[src/rtl/anabellek_hakem.sv]
// anabellek_hakem: two-port round-robin arbiter in front of a single block
// memory. Exactly one memory transaction is in flight at any time; a read
// is returned to the port that issued it, a write completes silently.
//
// Handshake rule on every channel (port request, port response, memory
// request, memory response): a transfer takes place on the rising clk_i edge
// where the sender's valid (gecerli) and the receiver's ready (hazir) are both
// 1. The sender keeps valid and payload stable until that edge; the receiver
// may raise ready without waiting for valid.
module anabellek_hakem #(
    parameter int ADRES_W = 32,
    parameter int VERI_W  = 128
) (
    input  logic                 clk_i,
    input  logic                 rst_i,

    input  logic [2*ADRES_W-1:0] port_istek_adres_i,
    input  logic [2*VERI_W-1:0]  port_istek_veri_i,
    input  logic [1:0]           port_istek_gecerli_i,
    input  logic [1:0]           port_istek_yaz_i,
    output logic [1:0]           port_istek_hazir_o,
    output logic [VERI_W-1:0]    port_cevap_veri_o,
    output logic [1:0]           port_cevap_gecerli_o,
    input  logic [1:0]           port_cevap_hazir_i,

    output logic [ADRES_W-1:0]   anabellek_istek_adres_o,
    output logic [VERI_W-1:0]    anabellek_istek_veri_o,
    output logic                 anabellek_istek_gecerli_o,
    output logic                 anabellek_istek_yaz_gecerli_o,
    input  logic                 anabellek_istek_hazir_i,
    input  logic [VERI_W-1:0]    anabellek_cevap_veri_i,
    input  logic                 anabellek_cevap_gecerli_i,
    output logic                 anabellek_cevap_hazir_o,

    // Debug view of the controller state (BOS=0, ISTEK=1, CEVAP_BEKLE=2,
    // CEVAP_ILET=3).
    output logic [1:0]           durum_o
);

    typedef enum logic [1:0] {
        BOS         = 2'd0,
        ISTEK       = 2'd1,
        CEVAP_BEKLE = 2'd2,
        CEVAP_ILET  = 2'd3
    } durum_e;

    durum_e              durum_q, durum_d;
    logic                son_kazanan_q, son_kazanan_d;  // last granted port
    logic                sahip_q, sahip_d;              // owner of current transaction
    logic [ADRES_W-1:0]  adres_q, adres_d;
    logic [VERI_W-1:0]   veri_q, veri_d;
    logic                yaz_q, yaz_d;
    logic [VERI_W-1:0]   cevap_veri_q, cevap_veri_d;

    logic                kazanan;  // port that would win a grant this cycle
    logic [1:0]          izin;     // grant pulse, before reset gating

    // Round-robin pick: on a tie the port that did not win last time goes,
    // a lone requester always goes.
    always_comb begin
        if (port_istek_gecerli_i == 2'b11) begin
            kazanan = ~son_kazanan_q;
        end else begin
            kazanan = port_istek_gecerli_i[1];
        end
    end

    // Next-state and latch-enable logic of the transaction controller.
    always_comb begin
        durum_d       = durum_q;
        son_kazanan_d = son_kazanan_q;
        sahip_d       = sahip_q;
        adres_d       = adres_q;
        veri_d        = veri_q;
        yaz_d         = yaz_q;
        cevap_veri_d  = cevap_veri_q;
        izin          = 2'b00;

        case (durum_q)
            BOS: begin
                if (|port_istek_gecerli_i) begin
                    izin          = kazanan ? 2'b10 : 2'b01;
                    son_kazanan_d = kazanan;
                    sahip_d       = kazanan;
                    if (kazanan) begin
                        adres_d = port_istek_adres_i[2*ADRES_W-1:ADRES_W];
                        veri_d  = port_istek_veri_i[2*VERI_W-1:VERI_W];
                        yaz_d   = port_istek_yaz_i[1];
                    end else begin
                        adres_d = port_istek_adres_i[ADRES_W-1:0];
                        veri_d  = port_istek_veri_i[VERI_W-1:0];
                        yaz_d   = port_istek_yaz_i[0];
                    end
                    durum_d = ISTEK;
                end
            end

            ISTEK: begin
                // Writes carry no response, so they finish on acceptance.
                if (anabellek_istek_hazir_i) begin
                    durum_d = yaz_q ? BOS : CEVAP_BEKLE;
                end
            end

            CEVAP_BEKLE: begin
                if (anabellek_cevap_gecerli_i) begin
                    cevap_veri_d = anabellek_cevap_veri_i;
                    durum_d      = CEVAP_ILET;
                end
            end

            CEVAP_ILET: begin
                if (port_cevap_hazir_i[sahip_q]) begin
                    durum_d = BOS;
                end
            end

            default: begin
                durum_d = BOS;
            end
        endcase
    end

    // State and transaction registers; reset abandons any transaction.
    always_ff @(posedge clk_i or posedge rst_i) begin
        if (rst_i) begin
            durum_q       <= BOS;
            son_kazanan_q <= 1'b1;
            sahip_q       <= 1'b0;
            adres_q       <= '0;
            veri_q        <= '0;
            yaz_q         <= 1'b0;
            cevap_veri_q  <= '0;
        end else begin
            durum_q       <= durum_d;
            son_kazanan_q <= son_kazanan_d;
            sahip_q       <= sahip_d;
            adres_q       <= adres_d;
            veri_q        <= veri_d;
            yaz_q         <= yaz_d;
            cevap_veri_q  <= cevap_veri_d;
        end
    end

    // Output decode. The grant pulse is combinational on the request valids,
    // so it is masked by rst_i to keep every output quiet during reset.
    always_comb begin
        port_istek_hazir_o            = izin & {2{~rst_i}};
        anabellek_istek_gecerli_o     = (durum_q == ISTEK);
        anabellek_istek_yaz_gecerli_o = (durum_q == ISTEK) & yaz_q;
        anabellek_istek_adres_o       = adres_q;
        anabellek_istek_veri_o        = veri_q;
        anabellek_cevap_hazir_o       = (durum_q == CEVAP_BEKLE);
        port_cevap_veri_o             = cevap_veri_q;
        port_cevap_gecerli_o          = 2'b00;
        if (durum_q == CEVAP_ILET) begin
            port_cevap_gecerli_o = sahip_q ? 2'b10 : 2'b01;
        end
        durum_o = durum_q;
    end

endmodule

[config.mk]
export PLATFORM = sky130hd
export DESIGN_NAME = anabellek_hakem
export DESIGN_NICKNAME = d
export VERILOG_FILES = /design/src/rtl/anabellek_hakem.sv
export SDC_FILE = /design/constraint.sdc
export NUM_CORES = 1
export LEC_CHECK = 0
export CORE_AREA = 2 2 296 298
export DETAILED_ROUTE_END_ITERATION = 10
export DIE_AREA = 0 0 298 300
export PLACE_DENSITY_LB_ADDON = 0.15
export SLEW_MARGIN = 20
export SYNTH_ARGS = -nofsm -noshare
export SYNTH_HDL_FRONTEND = slang
export SYNTH_SLANG_ARGS = --single-unit
[constraint.sdc]
create_clock -name clk_i -period 19.29 [get_ports clk_i]
set_clock_uncertainty 0.15 [all_clocks]
set_input_delay 3.858 -clock clk_i [delete_from_list [all_inputs] [get_ports clk_i]]
set_output_delay 3.858 -clock clk_i [all_outputs]
set_load 0.005 [all_outputs]
# Word-level counts from Yosys, hierarchy flattened

Cells that the tools add are included.
Widths: inputs -> output; s select.

Flip-flop bits (word level): 293
Bits of input ports: 458
Output and inout bits: 297
Word-level logic and storage cells: 42

Magnitude comparators: 1
Eq/ne operators: 8
Muxes and demuxes: 17
Bitwise operators: 4
Reduce and logical (&&, ||, !) cells: 5

Operators with widths:

| kind               | number |
|---|---|
| $mux 128           | 1 |
| $mux 32            | 1 |
| $mux 2             | 10 |
| $pmux 2 s4         | 1 |
| $eq 2x2->1 const B | 3 |
| $ne 2x2->1 const B | 3 |
| $mux 1             | 4 |
| $reduce_and 2->1   | 2 |
| $reduce_and 4->1   | 1 |
| $and 2x2->2        | 1 |
| $eq 2x1->1 const B | 1 |
| $logic_not 2->1    | 1 |
| $lt 1x2->1 const B | 1 |
| $ne 2x1->1 const B | 1 |
| $not 1->1          | 2 |
| $reduce_or 2->1    | 1 |
| $and 1x1->1        | 1 |

# Depth between registers and ports, before layout

Gate-level depths: netlist (run 1).

Depth in word-level cells: 6
Gate-level depth with buffers: 7

# Least setup slack after synthesis (run 1)

OpenSTA, ideal clock, no wires.

Kind: in2out
From: input rst_i
To: output port_istek_hazir_o[1]
Arrival: 10.687 ns
Slack: 4.595 ns
Cell stages on the path: 2
Buffers on the path: 0
Path through: inv_1 and3_1

Longest elaborated chain between the ends: 2

Ends and longest elaborated chain:

| element            | line | text |
|---|---|---|
| start: declaration | 15   | `input logic rst_i,` |
| $not 1->1          | 148  | `port_istek_hazir_o = izin & {2{~rst_i}};` |
| $and 2x2->2        | 148  |  |
| end: declaration   | 21   | `output logic [1:0] port_istek_hazir_o,` |

Every way passes these cells.

# Final worst setup path (run 1)

From: input port_istek_gecerli_i[1]
To: output port_istek_hazir_o[1]

Longest elaborated chain between the ends: 6
Elaborated cells on any way between the ends: 7
Those cells by class: eq/ne: 1; mux: 4; bitwise: 1; reduce/logical: 1

Ends and longest elaborated chain:

| element            | line | text |
|---|---|---|
| start: declaration | 19   | `input logic [1:0] port_istek_gecerli_i,` |
| $eq 2x2->1         | 61   | `if (port_istek_gecerli_i == 2'b11) begin` |
| $mux 1             | 61   |  |
| $mux 2             | 82   | `izin = kazanan ? 2'b10 : 2'b01;` |
| $mux 2 *           | 81   | `if (\|port_istek_gecerli_i) begin` |
| $mux 2 *           | 79   | `case (durum_q)` |
| $and 2x2->2 *      | 148  |  |

Every way passes the cells marked *; elsewhere a longest branch is shown, timed or not.

==> load_flow_metrics.sql, run 1 <==
INSERT INTO impl_metrics (metric_group, metric, value, unit) VALUES
('timing', 'grt_setup_unrepaired', 'false', ''),
('yosys', 'syn-mean-instance-area', '10.93', 'um^2'),
('die', 'die_h', '300', 'um'),
('drt', 'dr.first_iter.drc_count', '473', ''),
('yosys', 'dominant_cells_by_area_after_synthesis', 'sky130_fd_sc_hd__dfrtp_1, sky130_fd_sc_hd__mux2_4, sky130_fd_sc_hd__nand2_1, sky130_fd_sc_hd__a31oi_1, sky130_fd_sc_hd__a21oi_1', ''),
('setup_path', 'critPathKind', 'in -> out', ''),
('global_routing', 'grt.overflow.total', '0', ''),
('place', 'numPlacedInstances', '3016', ''),
('clock_tree', 'cts_made_buffers', '42', ''),
('worst_hold_path', 'worst_min_path_class', 'reg -> reg', ''),
('yosys', 'synth.mux.area_fraction', '0.1452', ''),
('yosys', 'synth.ff_latch_count', '293', ''),
('die', 'fp.coreArea', '86210', 'um^2'),
('timing', 'final_period_minus_worst_setup_slack', '10.19', 'ns'),
('global_routing', 'largest_net_degree_at_the_start_of_global_routing', '164', ''),
('finish', 'layoutNonFillerInstCount', '3102', ''),
('power', 'static-leakage-power', '9.525', 'nW'),
('global_routing', 'gr-usage-all-layers', '0.1306', ''),
('drt', 'detailedRoute.firstPassIterationCount', '4', ''),
('yosys', 'syn-instance-count', '1199', ''),
('die', 'fp.dieArea', '89400', 'um^2'),
('global_routing', 'grt_pass1_wl', '89.05', 'mm'),
('setup_path', 'crit_required', '15.28', 'ns'),
('clock_tree', 'cts-root-to-sink-buffers', '3', ''),
('setup_path', 'worst-r2r-setup-slack', '15.84', 'ns'),
('clock_tree', 'clock_tree.htree_level_count', '2', ''),
('drt', 'final_antenna_net_count', '0', ''),
('die', 'initial_utilization', '0.1521', ''),
('outcome', 'run_status', 'complete, no violations', ''),
('finish', 'nFillCells', '9216', ''),
('yosys', 'synth_fa_ha_area_frac', '0', ''),
('drt', 'detail_route.wl_per_cell', '19.72', 'um'),
('finish', 'nNetsFinal', '2363', ''),
('timing', 'setup_failing_eps_final', '0', ''),
('yosys', 'synth_top_family_by_area', 'multiplexers', ''),
('yosys', 'ys.flop_type', 'sky130_fd_sc_hd__dfrtp_1', ''),
('place', 'port_buffers', '754', ''),
('yosys', 'synth-simple-area-share', '0.09897', ''),
('yosys', 'synthesis.area', '13110', 'um^2'),
('global_routing', 'vias_in_the_first_global_route', '12859', ''),
('setup_path', 'critPathMaxFanout', '163', ''),
('power', 'power.total', '3.551', 'mW'),
('clock_tree', 'cts.root.buffer_cell', 'sky130_fd_sc_hd__clkbuf_16', ''),
('finish', 'layout-drive-gt1-share', '0.1090', ''),
('clock_tree', 'cts_resized', '0', ''),
('drt', 'avgViaCountPerCell', '3.914', ''),
('timing', 'relSlewSlack', '0.3340', ''),
('yosys', 'proportion_of_register_bits_with_asynchronous_set_or_reset_after_synthesis', '1.000', ''),
('finish', 'layout-area-overhead-vs-synth', '76.02', '%'),
('place', 'detailedPlacementHpwl', '42.93', 'mm'),
('drt', 'finalWirelength', '61.16', 'mm'),
('clock_tree', 'cts_setup_buffers', '0', ''),
('clock_tree', 'post_cts_hold_buffer_count', '0', ''),
('job', 'maxCapViolations', '0', ''),
('timing', 'final_min_period_over_clock_period', '0.5280', ''),
('power', 'p_per_area', '153.9', 'nW/um^2'),
('drt', 'route.vias.total', '12140', ''),
('timing', 'setup-tns-final', '0', 'ns'),
('setup_path', 'worstSetupStartpointType', 'primary input', ''),
('yosys', 'synth_edf_count', '0', ''),
('setup_path', 'cp.arrival', '6.18', 'ns'),
('timing', 'number_of_max_slew_violations_in_the_final_report', '0', ''),
('die', 'core.rowCount', '108', ''),
('yosys', 'synth-warning-count', '0', ''),
('yosys', 'synth.largest_area_cell', 'sky130_fd_sc_hd__dfrtp_1', ''),
('yosys', 'compound_gate_fraction_of_synth_area', '0.1441', ''),
('timing', 'holdWs', '0.3396', 'ns'),
('timing', 'maximum_clock_frequency', '0.09818', 'GHz'),
('timing', 'actual_slew_at_the_worst_max_slew_pin', '0.9991', 'ns'),
('setup_path', 'end_kind', 'primary output', ''),
('place', 'gpl_congestion', '0.7780', '');
-- Yosys cell counts (all sizes together) (2+ instances only) --
| master | instances |
|---|---|
| buf | 71 |
| a21oi | 163 |
| a31oi | 164 |
| dfrtp | 292 |
| nand2 | 326 |
| and2 | 2 |
| mux2 | 129 |
| nor2 | 2 |
| nor2b | 2 |
| inv | 2 |
| and3 | 2 |
| o21ai | 2 |
| clkbuf | 35 |
-- through the flow --
stage                     area, um^2  setup slack (ns)  utilization
after global routing           23070             8.985       0.2675
after global placement         21590             9.043       0.2505
final                          23080             9.104       0.2677
after detailed placement       21590             9.056       0.2505
after floorplan                13110             4.595            -
after CTS                      23050             9.049       0.2673
-- cell type report --
| type | count | area [um^2] | area share |
|---|---|---|---|
| timing repair buffer | 768 | 7677 | 0.3327 |
| sequential | 293 | 7333 | 0.3178 |
| multi-input combinational | 798 | 5122 | 0.2220 |
| tap | 1155 | 1445 | 0.06263 |
| clock buffer | 60 | 1219 | 0.05281 |
| clock inverter | 15 | 236.5 | 0.01025 |
| antenna | 11 | 27.53 | 0.001193 |
| inverter | 2 | 15.01 | 0.0006507 |
-- worst max-delay path, cell delays in order --
cell and delay, ns:
sky130_fd_sc_hd__clkdlybuf4s50_1 0.54, sky130_fd_sc_hd__a21boi_4 0.30, sky130_fd_sc_hd__buf_12 0.61, sky130_fd_sc_hd__and3_1 0.27, sky130_fd_sc_hd__clkdlybuf4s50_1 0.51
-- state kept, by name (all words and copies together), names as in the netlist, named ones only --
register                 cells
sahip_q                      1
son_kazanan_q                1
anabellek_istek_veri_o     128
durum_o                      1
anabellek_istek_adres_o     32
yaz_q                        1
port_cevap_veri_o          128
-- final timing paths --
kind                                               startpoint                                      to  cells past startpoint
max                                   port_istek_gecerli_i[1]                   port_istek_hazir_o[1]                      5
min                        port_cevap_veri_o[106]$_DFFE_PP0P_      port_cevap_veri_o[106]$_DFFE_PP0P_                      1
max reg2reg                            durum_o[0]$_DFFE_PP0P_       port_cevap_veri_o[81]$_DFFE_PP0P_                      5
min reg2reg                port_cevap_veri_o[106]$_DFFE_PP0P_      port_cevap_veri_o[106]$_DFFE_PP0P_                      1
max in group asynchronous                               rst_i  anabellek_istek_veri_o[92]$_DFFE_PP0P_                      3
min in group asynchronous                               rst_i                     sahip_q$_DFFE_PP0P_                      2
-- placed cells by master (no fill, tap or decap), types with 2 or more instances in the layout --
cell type | netlist | routed
sky130_fd_sc_hd__clkdlybuf4s50_1 | 0 | 754
sky130_fd_sc_hd__nand2_1 | 325 | 325
sky130_fd_sc_hd__dfrtp_1 | 292 | 292
sky130_fd_sc_hd__a31oi_1 | 164 | 164
sky130_fd_sc_hd__a21oi_1 | 163 | 163
sky130_fd_sc_hd__mux2_4 | 120 | 120
sky130_fd_sc_hd__clkbuf_16 | 0 | 42
sky130_fd_sc_hd__buf_4 | 5 | 12
sky130_fd_sc_hd__diode_2 | 0 | 11
sky130_fd_sc_hd__clkbuf_8 | 0 | 10
sky130_fd_sc_hd__mux2_1 | 8 | 8
sky130_fd_sc_hd__clkbuf_1 | 35 | 8
sky130_fd_sc_hd__clkinv_2 | 0 | 5
sky130_fd_sc_hd__bufinv_16 | 0 | 5
sky130_fd_sc_hd__and3_1 | 2 | 2
sky130_fd_sc_hd__o21ai_0 | 2 | 2
sky130_fd_sc_hd__buf_12 | 11 | 2
-- cell families after synthesis --
family                 count (synthesis)
buffers and inverters                108
multiplexers                         129
AO/OA/AOI/OAI                        333
AND/OR/NAND/NOR                      336
flip-flops                           293
-- where the power goes --
part           internal, mW  switching (mW)
clock                 0.507           0.315
combinational         0.965           0.642
sequential            0.934           0.189
total                  2.41            1.15
-- metal layers --
| metal | vias up | track usage | wire length (um) |
|---|---|---|---|
| met2 | 499 | 0.2298 | 31060 |
| met3 | 80 | 0.04711 | 5264 |
| met5 | - | 0 | 0 |
| li1 | 5624 | - | - |
| met1 | 5937 | 0.1450 | 23090 |
| met4 | 0 | 0.04594 | 1745 |
Note: power is estimated with default switching activity, not from simulation.
==> run 2: changes to the inputs <==
Clock period 19.29 ns to 8.9 ns, I/O delays scaled along.
==> run 2 against run 1 <==
Against the previous run:
- design area down 0.18%
- combinational power is 120% higher
- utilization about the same
- highest routed layer is now met5
- hold slack better by 0.0035 ns
- clock power up 110%
- die area unchanged
- global-route usage up 0.082 points
- final cell count decreased by 0.13%
- critical path type unchanged
- first-iteration DRC count is 15% lower
==> load_flow_metrics.sql, run 2 (synthesized netlist as in run 1, its figures left out) <==
INSERT INTO impl_metrics (metric_group, metric, value, unit) VALUES
('outcome', 'run_status', 'complete, no violations', ''),
('setup_path', 'end_kind', 'primary output', ''),
('die', 'floorplan.io_pins', '755', ''),
('die', 'core.rowCount', '108', ''),
('clock_tree', 'cts_made_buffers', '41', ''),
('place', 'placement.cell_area', '21610', 'um^2'),
('clock_tree', 'clkSlewWorstSetupHoldPaths', '0.06', 'ns'),
('worst_hold_path', 'worst_hold_startpoint', 'port_cevap_veri_o[105]$_DFFE_PP0P_', ''),
('global_routing', 'grt_pass1_wl', '89.11', 'mm'),
('drt', 'detail_route.wl_per_cell', '19.80', 'um'),
('clock_tree', 'cts_tree', 'yes', ''),
('finish', 'finish.instance_area', '23030', 'um^2'),
('timing', 'post-route-worst-setup-slack', '3.261', 'ns'),
('drt', 'dr.first_iter.drc_count', '403', ''),
('timing', 'setup-tns-final', '0', 'ns'),
('timing', 'timing.final.hold_violations', '0', ''),
('clock_tree', 'post_cts_hold_buffer_count', '0', ''),
('timing', 'setup_failing_eps_final', '0', ''),
('finish', 'mostFrequentLayoutCells', 'sky130_fd_sc_hd__clkdlybuf4s50_1, sky130_fd_sc_hd__nand2_1, sky130_fd_sc_hd__dfrtp_1', ''),
('setup_path', 'cp.arrival', '3.71', 'ns'),
('die', 'fp.dieArea', '89400', 'um^2'),
('place', 'detailedPlacementHpwl', '44.35', 'mm'),
('clock_tree', 'cts.root.buffer_cell', 'sky130_fd_sc_hd__clkbuf_16', ''),
('finish', 'layoutNonFillerInstCount', '3098', ''),
('timing', 'holdWs', '0.3431', 'ns'),
('setup_path', 'worst-r2r-cell-count', '5', ''),
('setup_path', 'critPathMaxFanout', '28', ''),
('global_routing', 'gr-usage-all-layers', '0.1315', ''),
('setup_path', 'critPathKind', 'in -> out', ''),
('die', 'fp.coreArea', '86210', 'um^2'),
('setup_path', 'worstSetupStartpointType', 'primary input', ''),
('finish', 'multi_input_comb_area', '5122', 'um^2'),
('power', 'switching_share', '0.3207', ''),
('job', 'maxCapViolations', '0', ''),
('power', 'seq_power_share', '0.319', ''),
('clock_tree', 'clk_latency', '0.55', 'ns'),
('setup_path', 'critical_path.reg2reg.endpoint', 'anabellek_istek_veri_o[95]$_DFFE_PP0P_', ''),
('power', 'power.ir.vdd_worst', '0.1236', 'mV'),
('clock_tree', 'cts_resized', '0', ''),
('finish', 'ff_latch_area', '7333', 'um^2'),
('drt', 'route.vias.total', '12138', ''),
('finish', 'layout_commonest_cell', 'sky130_fd_sc_hd__clkdlybuf4s50_1', ''),
('timing', 'final_period_minus_worst_setup_slack', '5.639', 'ns'),
('timing', 'final_min_period_over_clock_period', '0.6336', ''),
('drt', 'final_antenna_net_count', '0', ''),
('power', 'power.switching', '2.447', 'mW'),
('power', 'power_frac_comb', '0.455', ''),
('timing', 'grt_setup_unrepaired', 'false', ''),
('finish', 'nNetsFinal', '2365', ''),
('finish', 'nFillCells', '9251', ''),
('power', 'pwr-share-clk', '0.226', ''),
('global_routing', 'antenna_found_initial', '9', ''),
('place', 'port_buffers', '754', ''),
('setup_path', 'last_element_of_the_critical_path', 'port_istek_hazir_o[1]', ''),
('timing', 'maximum_clock_frequency', '0.1773', 'GHz'),
('clock_tree', 'cts-root-to-sink-buffers', '3', ''),
('power', 'p_per_area', '331.2', 'nW/um^2'),
('place', 'dpl_worst_slack', '3.193', 'ns'),
('clock_tree', 'clock_sinks', '293', ''),
('setup_path', 'worst-r2r-setup-slack', '5.75', 'ns'),
('global_routing', 'largest_net_degree_at_the_start_of_global_routing', '127', ''),
('clock_tree', 'cts_setup_buffers', '0', ''),
('global_routing', 'vias_in_the_first_global_route', '12945', ''),
('timing', 'actual_slew_at_the_worst_max_slew_pin', '0.9691', 'ns'),
('power', 'power_report.internal_total', '5.182', 'mW'),
('drt', 'finalWirelength', '61.35', 'mm'),
('finish', 'layout-drive-gt1-share', '0.1109', ''),
('place', 'gpl_congestion', '0.7853', ''),
('setup_path', 'crit-reg2reg-launch', 'durum_o[0]$_DFFE_PP0P_', ''),
('power', 'static-leakage-power', '9.524', 'nW'),
('global_routing', 'grt.overflow.total', '0', ''),
('die', 'fp.dieW', '298', 'um'),
('drt', 'avgViaCountPerCell', '3.918', ''),
('setup_path', 'crit_required', '6.97', 'ns'),
('finish', 'layout-area-overhead-vs-synth', '75.69', '%'),
('timing', 'number_of_max_slew_violations_in_the_final_report', '0', ''),
('drt', 'detailedRoute.firstPassIterationCount', '4', ''),
('timing', 'relSlewSlack', '0.3539', ''),
('die', 'initial_utilization', '0.1521', ''),
('place', 'numPlacedInstances', '3019', ''),
('power', 'power.total', '7.629', 'mW'),
('die', 'die_h', '300', 'um'),
('clock_tree', 'clock_tree.htree_level_count', '2', ''),
('setup_path', 'timing.critical_path.from', 'rst_i', ''),
('finish', 'final_core_utilization', '0.2672', ''),
('drt', 'remaining_drc_errors', '0', ''),
('worst_hold_path', 'worst_min_path_class', 'reg -> reg', '');
[run 2: cell types whose count changed in the layout (fill, tap and decap cells not counted), sizes merged]
cell | previous run | this run
diode | 11 | 4
buf | 14 | 17
bufinv | 5 | 4
inv | 4 | 5
[run 2: power by group through the flow]
| stage | clock network [mW] | logic [mW] | registers (mW) |
|---|---|---|---|
| CTS | 1.80 | 3.56 | 2.44 |
| floorplan | 0 | 1.47 | 2.44 |
| finish | 1.73 | 3.47 | 2.43 |
| detailed placement | 0 | 3.54 | 2.44 |
| global route | 1.85 | 3.75 | 2.52 |
| global placement | 0 | 3.54 | 2.43 |
[run 2: critical path, cell delays in order]
cell                              delay, ns
sky130_fd_sc_hd__clkdlybuf4s50_1       0.53
sky130_fd_sc_hd__clkinvlp_4            0.56
sky130_fd_sc_hd__and3_1                0.38
sky130_fd_sc_hd__clkdlybuf4s50_1       0.45
[run 2: how the worst min path moves through the flow]
stage	slack (ns)	cells past startpoint	to
after floorplan	0.34	1	port_cevap_veri_o[102]$_DFFE_PP0P_
after global placement	0.33	1	port_cevap_veri_o[108]$_DFFE_PP0P_
after detailed placement	0.33	1	port_cevap_veri_o[104]$_DFFE_PP0P_
after CTS	0.35	1	port_cevap_veri_o[104]$_DFFE_PP0P_
after global routing	0.36	1	port_cevap_veri_o[106]$_DFFE_PP0P_
final	0.34	1	port_cevap_veri_o[105]$_DFFE_PP0P_
[run 2: final cells by class]
class,instances,share of cell area
Antenna cell,4,0.0004346
Sequential cell,293,0.3184
Clock buffer,60,0.05285
Clock inverter,15,0.008420
Tap cell,1155,0.06274
Inverter,2,0.0004889
Multi-Input combinational cell,798,0.2224
Timing Repair Buffer,771,0.3343
[run 2: layer usage]
layer  vias to the layer above  track usage  routed length, um
met5                         -            0                 71
met1                      5960       0.1414              22920
met2                       477       0.2337              30940
met3                        82      0.05593               5892
li1                       5609            -                  -
met4                        10      0.03900               1524
